<file path="src/rtl/simon_sequencer.sv">
// Simon game sequencer: turns submit pulses and dwell/gap timers into
// datapath strobes so playback and the result display advance on one clock.
module simon_sequencer #(
    parameter int DWELL_CYCLES = 4,
    parameter int GAP_CYCLES   = 2,
    parameter int TIMER_W      = 8
) (
    input  logic       clk,
    input  logic       rst,
    input  logic       submit,
    input  logic       is_legal,
    input  logic       input_eq_pattern,
    input  logic       last_index,
    input  logic       mem_full,
    output logic       cnt_count,
    output logic       clr_count,
    output logic       cnt_index,
    output logic       clr_index,
    output logic       w_en,
    output logic       set_level,
    output logic       read_Memory,
    output logic       show_en,
    output logic [2:0] mode_leds
);

    typedef enum logic [2:0] {
        S_INIT,
        S_INPUT,
        S_PB_SHOW,
        S_PB_GAP,
        S_REPEAT,
        S_DN_SHOW,
        S_DN_GAP
    } state_t;

    localparam logic [TIMER_W-1:0] DWELL_LAST = TIMER_W'(DWELL_CYCLES - 1);
    localparam logic [TIMER_W-1:0] GAP_LAST   = TIMER_W'(GAP_CYCLES - 1);

    state_t             state;
    state_t             state_n;
    logic [TIMER_W-1:0] timer;
    logic [TIMER_W-1:0] timer_n;
    logic               dwell_done;
    logic               gap_done;

    assign dwell_done = (timer == DWELL_LAST);
    assign gap_done   = (timer == GAP_LAST);

    always_ff @(posedge clk or negedge rst) begin
        if (!rst) begin
            state <= S_INIT;
            timer <= '0;
        end else begin
            state <= state_n;
            timer <= timer_n;
        end
    end

    // Limit compare precedes increment, so the timer can never wrap.
    always_comb begin
        state_n     = state;
        timer_n     = '0;
        cnt_count   = 1'b0;
        clr_count   = 1'b0;
        cnt_index   = 1'b0;
        clr_index   = 1'b0;
        w_en        = 1'b0;
        set_level   = 1'b0;
        read_Memory = 1'b0;
        show_en     = 1'b0;
        mode_leds   = 3'b001;
        unique case (state)
            S_INIT: begin
                clr_count = 1'b1;
                clr_index = 1'b1;
                set_level = 1'b1;
                state_n   = S_INPUT;
            end
            S_INPUT: begin
                show_en = 1'b1;
                if (submit && is_legal) begin
                    w_en      = 1'b1;
                    cnt_count = 1'b1;
                    clr_index = 1'b1;
                    state_n   = S_PB_SHOW;
                end
            end
            S_PB_SHOW, S_DN_SHOW: begin
                mode_leds   = (state == S_PB_SHOW) ? 3'b010 : 3'b111;
                read_Memory = 1'b1;
                show_en     = 1'b1;
                if (dwell_done)
                    state_n = (state == S_PB_SHOW) ? S_PB_GAP : S_DN_GAP;
                else
                    timer_n = timer + TIMER_W'(1);
            end
            S_PB_GAP, S_DN_GAP: begin
                mode_leds   = (state == S_PB_GAP) ? 3'b010 : 3'b111;
                read_Memory = 1'b1;
                if (gap_done) begin
                    clr_index = last_index;
                    cnt_index = !last_index;
                    if (state == S_DN_GAP)
                        state_n = S_DN_SHOW;
                    else if (last_index)
                        state_n = S_REPEAT;
                    else
                        state_n = S_PB_SHOW;
                end else begin
                    timer_n = timer + TIMER_W'(1);
                end
            end
            S_REPEAT: begin
                mode_leds = 3'b100;
                show_en   = 1'b1;
                if (submit) begin
                    if (!input_eq_pattern) begin
                        clr_index = 1'b1;
                        state_n   = S_DN_SHOW;
                    end else if (!last_index) begin
                        cnt_index = 1'b1;
                    end else begin
                        clr_index = 1'b1;
                        state_n   = mem_full ? S_DN_SHOW : S_INPUT;
                    end
                end
            end
            default: state_n = S_INIT;
        endcase
    end

endmodule

</file>
<file path="config.mk">
export PLATFORM = sky130hd
export DESIGN_NAME = simon_sequencer
export DESIGN_NICKNAME = d
export VERILOG_FILES = /design/src/rtl/simon_sequencer.sv
export SDC_FILE = /design/constraint.sdc
export NUM_CORES = 1
export LEC_CHECK = 0
export CAP_MARGIN = 10
export CELL_PAD_IN_SITES_DETAIL_PLACEMENT = 0
export CELL_PAD_IN_SITES_GLOBAL_PLACEMENT = 1
export CORE_MARGIN = 1
export CORE_UTILIZATION = 25
export CTS_BUF_LIST = sky130_fd_sc_hd__clkbuf_8
export CTS_CLUSTER_DIAMETER = 40
export DETAILED_ROUTE_END_ITERATION = 16
export GPL_TIMING_DRIVEN = 0
export PLACE_DENSITY = 0.56
export SLEW_MARGIN = 20
export SYNTH_ARGS = -nofsm -noshare
export SYNTH_HDL_FRONTEND = slang
export SYNTH_SLANG_ARGS = --single-unit
</file>
<file path="constraint.sdc">
create_clock -name clk -period 2 [get_ports clk]
set_clock_uncertainty 0.1 [all_clocks]
set_input_delay 0.3 -clock clk [delete_from_list [all_inputs] [get_ports clk]]
set_output_delay 0.3 -clock clk [all_outputs]
set_load 0.03 [all_outputs]
</file>
==> results.md <==
Clock network:
- The buffer cell driving the clock tree root is clkbuf_8.
- The number of buffers between clock root and the deepest sink is 2.
- The clock buffer count from CTS is 3.
- The TritonCTS clock tree is done.
- The insertion delay to the later sink of the worst-skew pair is around 240 ps.
- Clock tree synthesis found a total of 11 sinks.
- The clock input transition at the sequential cells of the worst setup and hold paths is about 50 ps.
- CTS built an H-tree with a depth of 1.
- The count of hold buffers inserted by post-cts repair is 0.

Critical path:
- The data arrival time of the worst path is 1920 ps.
- The signal on the critical path passes through or4_4 -> nor3_4 -> nand4_1 -> o2bb2a_4 -> or3_4 -> buf_6.
- The worst setup path is captured at a primary output.
- The worst-path cell with the longest stage delay is or4_4.
- The kind of critical path is flop to primary output.
- For the worst setup path, the data required time is 1600 ps.
- The worst setup path is launched from a flop.
- For this run, the slowest stage of the critical path takes between 500 and 600 ps.
- The highest fanout seen on the critical path is 2.

Status:
- The run finished, with violations left.
- The final reports fail on negative setup slack.

Synthesis:
- By area the synthesized netlist is led by dfrtp_1, xnor2_1, nor2_1.
- After synthesis, the netlist uses 30 different library cells.
- The sequential share of the synthesized area is 0.358.
- The register bit total from synthesis is 11.
- The count of flip-flops with a built-in enable after synthesis is 0.
- The top cell type by total area after synthesis is dfrtp_1.
- By count the netlist is led by dfrtp_1, nor2_1, a21oi_1, xnor2_1.
- For this run, asynchronously set or reset flops after synthesis account for 1.00.
- When the netlist entered floorplanning its net count stood at 96.
- Yosys printed 0 warnings.
- The average instance in the mapped netlist occupies 8.95 um2.
- The number of instances in the synthesized netlist is between 80 and 90.
- After synthesis the cells add up to 769 um2.
- The top flip-flop cell by instance count after synthesis is dfrtp_1.
- The share of the synthesized area in the top cell type is 0.358.

Routing:
- The via count normalized by instance count is 4.80.
- In this run, the number of DRC markers left after iteration 0 of detailed routing was 11.
- The post-detailed-route DRC marker count is 0.
- The detailed-route via count is slightly below 700.
- The detailed-route wire length per cell is 12.8 um.
- The number of routed nets with antenna violations is 0.
- The total routed wirelength is 1.83 mm.
- The number of iterations in the first detailed-routing pass is 4.

Floorplanning:
- 18 I/O pins were placed.
- The area enclosed by the die boundary is 0.00330 mm2.
- The floorplan step set the die width to between 50 and 60 um.
- The standard cell core area is approximately 0.0028 mm2.
- The count of standard-cell rows is 19.
- The die is 57.5 um tall.
- The initial utilization of the core area, before any placement, comes to 0.272.

Cells and area:
- The design area is 0.00110 mm2.
- The layout filler cell count is 281.
- The antenna diode count is 0.
- For this run, the share of the core covered by cells in the final layout is 0.390.
- In the final design database the tool counted 123 nets.
- From synthesis to final layout, the design area changed by 43.4%.
- The share of layout cells above drive strength 1 is 0.304.

Global routing:
- The total global routing overflow is 0.
- The first global-routing pass estimated 3.15 mm of wire.
- The number of antenna violations at the first check in global routing came to 0.
- The number of global-route vias before repair was around 700.
- The overall routing resource usage is 0.126.
- Entering global routing, the biggest net connects 12 pins.

Timing:
- The final critical-path required period is ~2300 ps.
- Across all setup checks in the final design, the least slack found is -318 ps.
- The worst slew margin relative to its limit is 0.651.
- The hold violation total from the final report came to 0.
- The highest clock frequency the design can meet is 431 MHz.
- The number of pins with negative max-slew slack in the final report was 0.
- The actual slew at the worst max-slew pin is 521 ps.
- In the finished design, the share of the clock period the worst path needs comes to 1.16.
- Setup violations remaining at the end of the flow were counted as 2.
- After routing, the total negative slack on setup checks comes to -628 ps.
- Setup repair after global routing could not meet its margin everywhere.

Flow run:
- The total of max-cap violations is 0.

Power:
- The internal cell power is 0.843 mW.
- Across the VDD grid, the largest voltage drop is 0.640 mV.
- The relative contribution of sequential cells to total power is 0.198.
- The relative contribution of the clock network to total power is 0.135.
- The leakage power total is 0.500 nW.
- The combinational share of power is 0.667.
- The switching share of power is 0.491.
- The cell area power density is 1500 mW/mm2.
- The switching power is 0.813 mW.

Placement:
- The wire-length estimate of the detail-placed layout is between 1 and 1.5 mm.
- The count of input and output buffers is 17.
- The congestion estimate from routability-driven global placement came to about 0.75.
- The instance area after placement is 0.00100 mm2.

Min path:
- The min-delay analysis places its worst path in the category primary input to async pin.
## cell usage in the layout, fill, tap and decap left out, drive strengths merged, types with 3 or more instances in the layout
cell type / n
a21oi: 7
and3: 4
buf: 12
clkbuf: 7
clkdlybuf4s50: 6
dfrtp: 11
dlygate4sd2: 3
ha: 3
inv: 4
mux2i: 3
nand2: 5
nand3: 4
nand4: 3
nor2: 11
nor3: 3
o21ai: 3
xnor2: 6
xor2: 4
## layout make-up
cell class	instances	area, um2	area share
Buffer	5	41.3	0.0374
Clock buffer	3	41.3	0.0374
Clock inverter	1	5.00	0.00454
Inverter	4	15.0	0.0136
Multi-Input combinational cell	66	499	0.452
Sequential cell	11	275	0.249
Tap cell	31	38.8	0.0351
Timing Repair Buffer	22	188	0.170
## timing repair
action	CTS	global route
setup buffers	5	0
pin swaps	4	3
endpoints found under the setup margin	11	8
resized for setup	38	9
endpoints found under the hold margin	0	0
## power groups by stage
| stage | registers [mW] | clock network, mW | logic [mW] |
|---|---|---|---|
| final | 0.328 | 0.224 | 1.10 |
| after floorplan | 0.318 | 0 | 0.759 |
| after global routing | 0.336 | 0.243 | 1.19 |
| after detailed placement | 0.330 | 0 | 1.10 |
| after CTS | 0.325 | 0.236 | 1.10 |
| after global placement | 0.330 | 0 | 1.11 |
## cell families (layout without fill, tap and decap cells)
logic type | count (synthesis) | after routing | synth area share
AND/OR/NAND/NOR | 36 | 36 | 0.265
AO/OA/AOI/OAI | 14 | 14 | 0.120
flip-flops | 11 | 11 | 0.358
XOR/XNOR | 10 | 10 | 0.114
buffers and inverters | 9 | 35 | 0.0553
adder cells (fa/ha/maj) | 3 | 3 | 0.0488
multiplexers | 3 | 3 | 0.0390
## worst paths after layout
kind	depth (start not counted)	from	slack, ps	endpoint
max in group asynchronous	1	rst	1150	timer[6]
min in group clk	1	timer[0]	460	timer[0]
min	1	rst	310	timer[3]
max	6	timer[2]	-320	clr_index
min reg2reg	1	timer[0]	460	timer[0]
max reg2reg	6	timer[2]	130	state[2]
## per-layer routing
layer,vias up,track usage,part of all wire
met4,0,0.0627,0.011
met5,-,0,0
met3,2,0.0272,0.031
met1,322,0.154,0.46
li1,351,-,-
met2,11,0.209,0.50
## critical path, delay by kind of cell (launching register included)
kind / cells / cell delay [ps]
AND/OR/NAND/NOR: 4 / 970
flip-flops: 1 / 370
AO/OA/AOI/OAI: 1 / 230
buffers and inverters: 1 / 120
## stage by stage
step | hold slack, ps | power (mW) | setup slack [ps] | std cells
2_1_floorplan | -95.6 | 1.08 | -139 | 86
3_3_place_gp | 437 | 1.44 | -792 | 134
3_5_place_dp | 443 | 1.43 | -784 | 134
4_1_cts | 332 | 1.66 | -403 | 143
5_1_grt | 364 | 1.77 | -402 | 143
6_report | 308 | 1.66 | -318 | 143
## registers in the layout (all words and copies together), names as in the netlist
name,flops
state,3
timer,8
No activity file was read; power rests on OpenSTA's default activity.
==> edit 1, RTL diff (same settings) <==
Make the reset (`rst`) synchronous in one clocked block.
--- a/src/rtl/simon_sequencer.sv
+++ b/src/rtl/simon_sequencer.sv
@@ -47,5 +47,5 @@
     assign gap_done   = (timer == GAP_LAST);
 
-    always_ff @(posedge clk or negedge rst) begin
+    always_ff @(posedge clk) begin
         if (!rst) begin
             state <= S_INIT;
Check against the original RTL: differs if rst is asserted again (counterexample within 4 cycles, from zero or initial values and one cycle with rst low); with rst held inactive, the same outputs for 10 cycles.
==> edit 1 against the original RTL <==
Synthesized cell count grew 9.3%; routed wire length fell by 15%; global-route usage down 1.9 points; sequential cell count did not move; area after synthesis down 5.0%; first-iteration DRC count decreased by 9.1%; final area decreased by 7.4%; setup slack gained 0.38 ns; utilization decreased by 1.9 points; cell count grew 2.8%; critical path depth down 3; combinational power is 20% lower; power is 17% lower; critical endpoint is now clr_count; largest power group unchanged.
==> edit 1: results (changes against the original RTL) <==
set qor(outcome) {completed} ;# was finished with violations
set qor(crit_path_max_incr_delay_ns) 0.43 ;# was 0.55 ns
set qor(combinationalPower_uw) 885 ;# was 1100 uW
set qor(synth.net_count) 104 ;# was 96
set qor(hp-class) {reg2reg} ;# was in2async
set qor(synthMuxAreaShare_pct) 1.370 ;# was 3.902%
set qor(drive_above_1_share_pct) 20.69 ;# was 30.36%
set qor(dp_hpwl_um) 1198 ;# was 1331 um
set qor(timing.critical_path.fanout_max) 10 ;# was 2
set qor(number_of_instances_resized_during_post_cts_repair) 31 ;# was 38
set qor(synth_compound_area_share_pct) 16.95 ;# was 12.03%
set qor(number_of_vias_per_cell) 4.537 ;# was 4.797
set qor(critical_path.slowest_cell) {dlygate4sd2_1} ;# was or4_4
set qor(synthAdderAreaFrac_pct) 5.137 ;# was 4.878%
set qor(crit_start) {state[1]} ;# was timer[2]
set qor(synth_common_cells) {nor2_1 (13), a21oi_1 (11), dfxtp_1 (11)} ;# was dfrtp_1 (11), nor2_1 (11), a21oi_1 (6), xnor2_1 (6)
set qor(nets) 127 ;# was 123
set qor(dr.first_iter.drc_count) 10 ;# was 11
set qor(fp.coreArea_mm2) 0.002758 ;# was 0.002829 mm^2
set qor(avgRoutedWirePerCell_um) 10.56 ;# was 12.82 um
set qor(synth_sequential_area_ratio_pct) 30.14 ;# was 35.77%
set qor(grt_first_pass_wirelength_um) 2642 ;# was 3153 um
set qor(post_synth_xor_area_fraction_pct) 10.79 ;# was 11.38%
set qor(share_of_flip_flops_with_an_asynchronous_set_or_reset_after_synthesis_pct) 0 ;# was 100.0%
set qor(via_count_of_the_first_global_routing_pass) 585 ;# was 696
set qor(worst-endpoint-arrival_ns) 1.54 ;# was 1.92 ns
set qor(routabilityCongestion) 0.7517 ;# was 0.7544
set qor(power.ir.vdd_worst_v) 0.0008068 ;# was 0.0006396 V
set qor(leakagePower_uw) 0.0004174 ;# was 0.0004999 uW
set qor(cts_setup_buffers) 1 ;# was 5
set qor(synthTopCellsByArea) {dfxtp_1 (30%), a21oi_1 (7.5%), nor2_1 (6.7%), xnor2_1 (6.0%), ha_1 (5.1%)} ;# was dfrtp_1 (36%), xnor2_1 (6.8%), nor2_1 (5.4%), ha_1 (4.9%), xor2_1 (4.6%)
set qor(timing_worst_slew_pin_value_ns) 0.3409 ;# was 0.5212 ns
set qor(regToRegStartpoint) {state[0]} ;# was timer[2]
set qor(commonest_register_cell_after_synthesis) {dfxtp_1} ;# was dfrtp_1
edit 1: critical path: cells and delay by family, from the launching register on:
family / cells / cell delay (ns)
simple gates: 1 / 0.28
buf+inv: 2 / 0.66
flops: 1 / 0.37
edit 1: layout make-up:
cell class | count | area (um^2)
fillers | 304 | 1735
multi-input cells | 73 | 503.0
flip-flops and latches | 11 | 220.2
repair buffers | 18 | 158.9
clock buffers | 3 | 41.29
well taps | 31 | 38.79
plain buffers | 5 | 37.54
inverters | 5 | 18.77
clock inverters | 1 | 3.754
edit 1: logic make-up (layout without fill, tap and decap cells):
group | count (synthesis) | in the layout
adders and majority gates | 3 | 3
DFF | 11 | 11
muxes | 1 | 1
AOI/OAI and AO/OA | 20 | 20
xor gates and xnor gates | 9 | 9
and+or+nand+nor | 40 | 40
buffers and inverters | 10 | 32
edit 1: per-layer routing:
layer / global-route usage (%) / vias up / part of all wire (%)
met5: 0 / - / 0
met4: 2.091 / 0 / 0.52
met2: 14.80 / 11 / 40
met3: 4.884 / 2 / 4.8
li1: - / 367 / -
met1: 15.34 / 287 / 55
edit 1: through the flow:
step	setup TNS [ns]	cell area, um^2	cells	hold slack, ns	worst slack, ns
final	0	1022	147	0.3953	0.05695
after global routing	0	1022	147	0.4398	0.009041
after CTS	0	1006	147	0.4014	0.02789
after detailed placement	-1.775	949.7	142	0.3898	-0.4031
after global placement	-1.992	949.7	142	0.3887	-0.4340
after floorplan	0	740.7	94	0.3322	0.01899
edit 1: final timing paths:
path / to / slack (ns) / cells past startpoint
max: clr_count / 0.06 / 3
min: timer[0] / 0.40 / 1
min reg2reg: timer[0] / 0.40 / 1
max reg2reg: state[0] / 0.29 / 6
==> edit 2, RTL diff (config.mk and constraints unchanged) <==
Without the edit above. `TIMER_W`: 8 -> 12.
--- a/src/rtl/simon_sequencer.sv
+++ b/src/rtl/simon_sequencer.sv
@@ -4,5 +4,5 @@
     parameter int DWELL_CYCLES = 4,
     parameter int GAP_CYCLES   = 2,
-    parameter int TIMER_W      = 8
+    parameter int TIMER_W      = 12
 ) (
     input  logic       clk,
Function: no difference found for any inputs over 10 cycles, from zero or initial values and one cycle with rst low; that may be too few to reach the edited logic, so the function may still have changed.
==> edit 2 against the original RTL <==
The run still ends with negative setup slack left; highest routed layer unchanged; routed wire length is 20% higher; clock power increased by 8%; setup slack got worse by 0.039 ns; global-route usage decreased by 0.24 points; sequential cell count up 4; non-clock buffer count grew 6; final area is 24% higher; area after synthesis is 23% higher; cell count rose by 29%; first-iteration DRC count is 73% higher; power up 28%; utilization rose by 0.49 points.
==> edit 2: results (changes against the original RTL) <==
set qor(outcome) {finished with violations} ;# unchanged
set qor(failed_checks) {negative setup slack} ;# unchanged
set qor(synth.net_count) 117 ;# was 96
set qor(pin_count_of_the_biggest_net_entering_global_routing) 16 ;# was 12
set qor(synthAdderAreaFrac_pct) 2.642 ;# was 4.878%
set qor(fillerInstances) 366 ;# was 281
set qor(synth_compound_area_share_pct) 10.70 ;# was 12.03%
set qor(dr.first_iter.drc_count) 19 ;# was 11
set qor(finalInstanceArea_mm2) 0.001370 ;# was 0.001104 mm^2
set qor(p_seq_uw) 412 ;# was 328 uW
set qor(avgRoutedWirePerCell_um) 11.91 ;# was 12.82 um
set qor(dpl.cell_count) 171 ;# was 134
set qor(seqCellArea_um2) 376.6 ;# was 275.3 um^2
set qor(maxSlewHeadroom_pct) 53.88 ;# was 65.15%
set qor(yosysUniqueCellTypes) 36 ;# was 30
set qor(synthesis.instances) 108 ;# was 86
set qor(finalWorstSetupSlack_ns) -0.3566 ;# was -0.3181 ns
set qor(leakagePower_uw) 0.0006117 ;# was 0.0004999 uW
set qor(synthMuxAreaShare_pct) 2.642 ;# was 3.902%
set qor(drive_above_1_share_pct) 35.25 ;# was 30.36%
set qor(timing.final.setup_violations) 5 ;# was 2
set qor(multi_input_area_share_pct) 44.93 ;# was 45.24%
set qor(post_synth_xor_area_fraction_pct) 10.17 ;# was 11.38%
set qor(synth_common_cells) {nor2_1 (20), dfrtp_1 (15), nand2_1 (10)} ;# was dfrtp_1 (11), nor2_1 (11), a21oi_1 (6), xnor2_1 (6)
set qor(final_core_utilization_pct) 39.50 ;# was 39.01%
set qor(clock_sinks) 15 ;# was 11
set qor(detailed_place.area_mm2) 0.001185 ;# was 0.001002 mm^2
set qor(routed_wirelength_um) 2204 ;# was 1833 um
set qor(biggestRegsByFlops) {timer (12), state (3)} ;# was timer (8), state (3)
set qor(clock_tree_area_fraction_pct) 3.288 ;# was 4.195%
set qor(ff2ff_setup_slack_ns) -0.13 ;# was 0.13 ns
set qor(regToRegStartpoint) {timer[11]} ;# was timer[2]
set qor(post-place-ws_ns) -0.6940 ;# was -0.7842 ns
set qor(power.internal_uw) 1174 ;# was 843.4 uW
set qor(gr-usage-met2_pct) 19.02 ;# was 20.93%
set qor(via_count_of_the_first_global_routing_pass) 851 ;# was 696
set qor(grt_first_pass_wirelength_um) 3967 ;# was 3153 um
set qor(buffers_excl_clock) 33 ;# was 27
-- edit 2: cell types whose count changed after synthesis, sizes merged, moves of 3 or more --
cell   delta
a21oi     -5
dfrtp     +4
nand2     +5
nor2      +9
nor2b     +3
-- edit 2: critical path, stage by stage (launching register included) --
cell and delay, ns:
dfrtp_1 0.39, or4_4 0.58, nor3_4 0.26, nand2b_4 0.08, o2bb2a_4 0.18, or3_4 0.10
buf_6 0.12
-- edit 2: how the worst min path moves through the flow --
stage	startpoint	to	slack (ns)	cells after the start
2_1_floorplan	rst	state[0]	-0.1	0
3_3_place_gp	timer[0]	timer[0]	0.41	1
3_5_place_dp	timer[0]	timer[0]	0.41	1
4_1_cts	rst	timer[5]	0.40	1
5_1_grt	rst	timer[4]	0.45	1
6_report	rst	timer[5]	0.37	1
-- edit 2: routing by layer --
layer  part of all wire (%)  wire, um
met1                     50      1106
met2                     46      1021
met4                   0.36         8
met3                    3.0        66
met5                      0         0
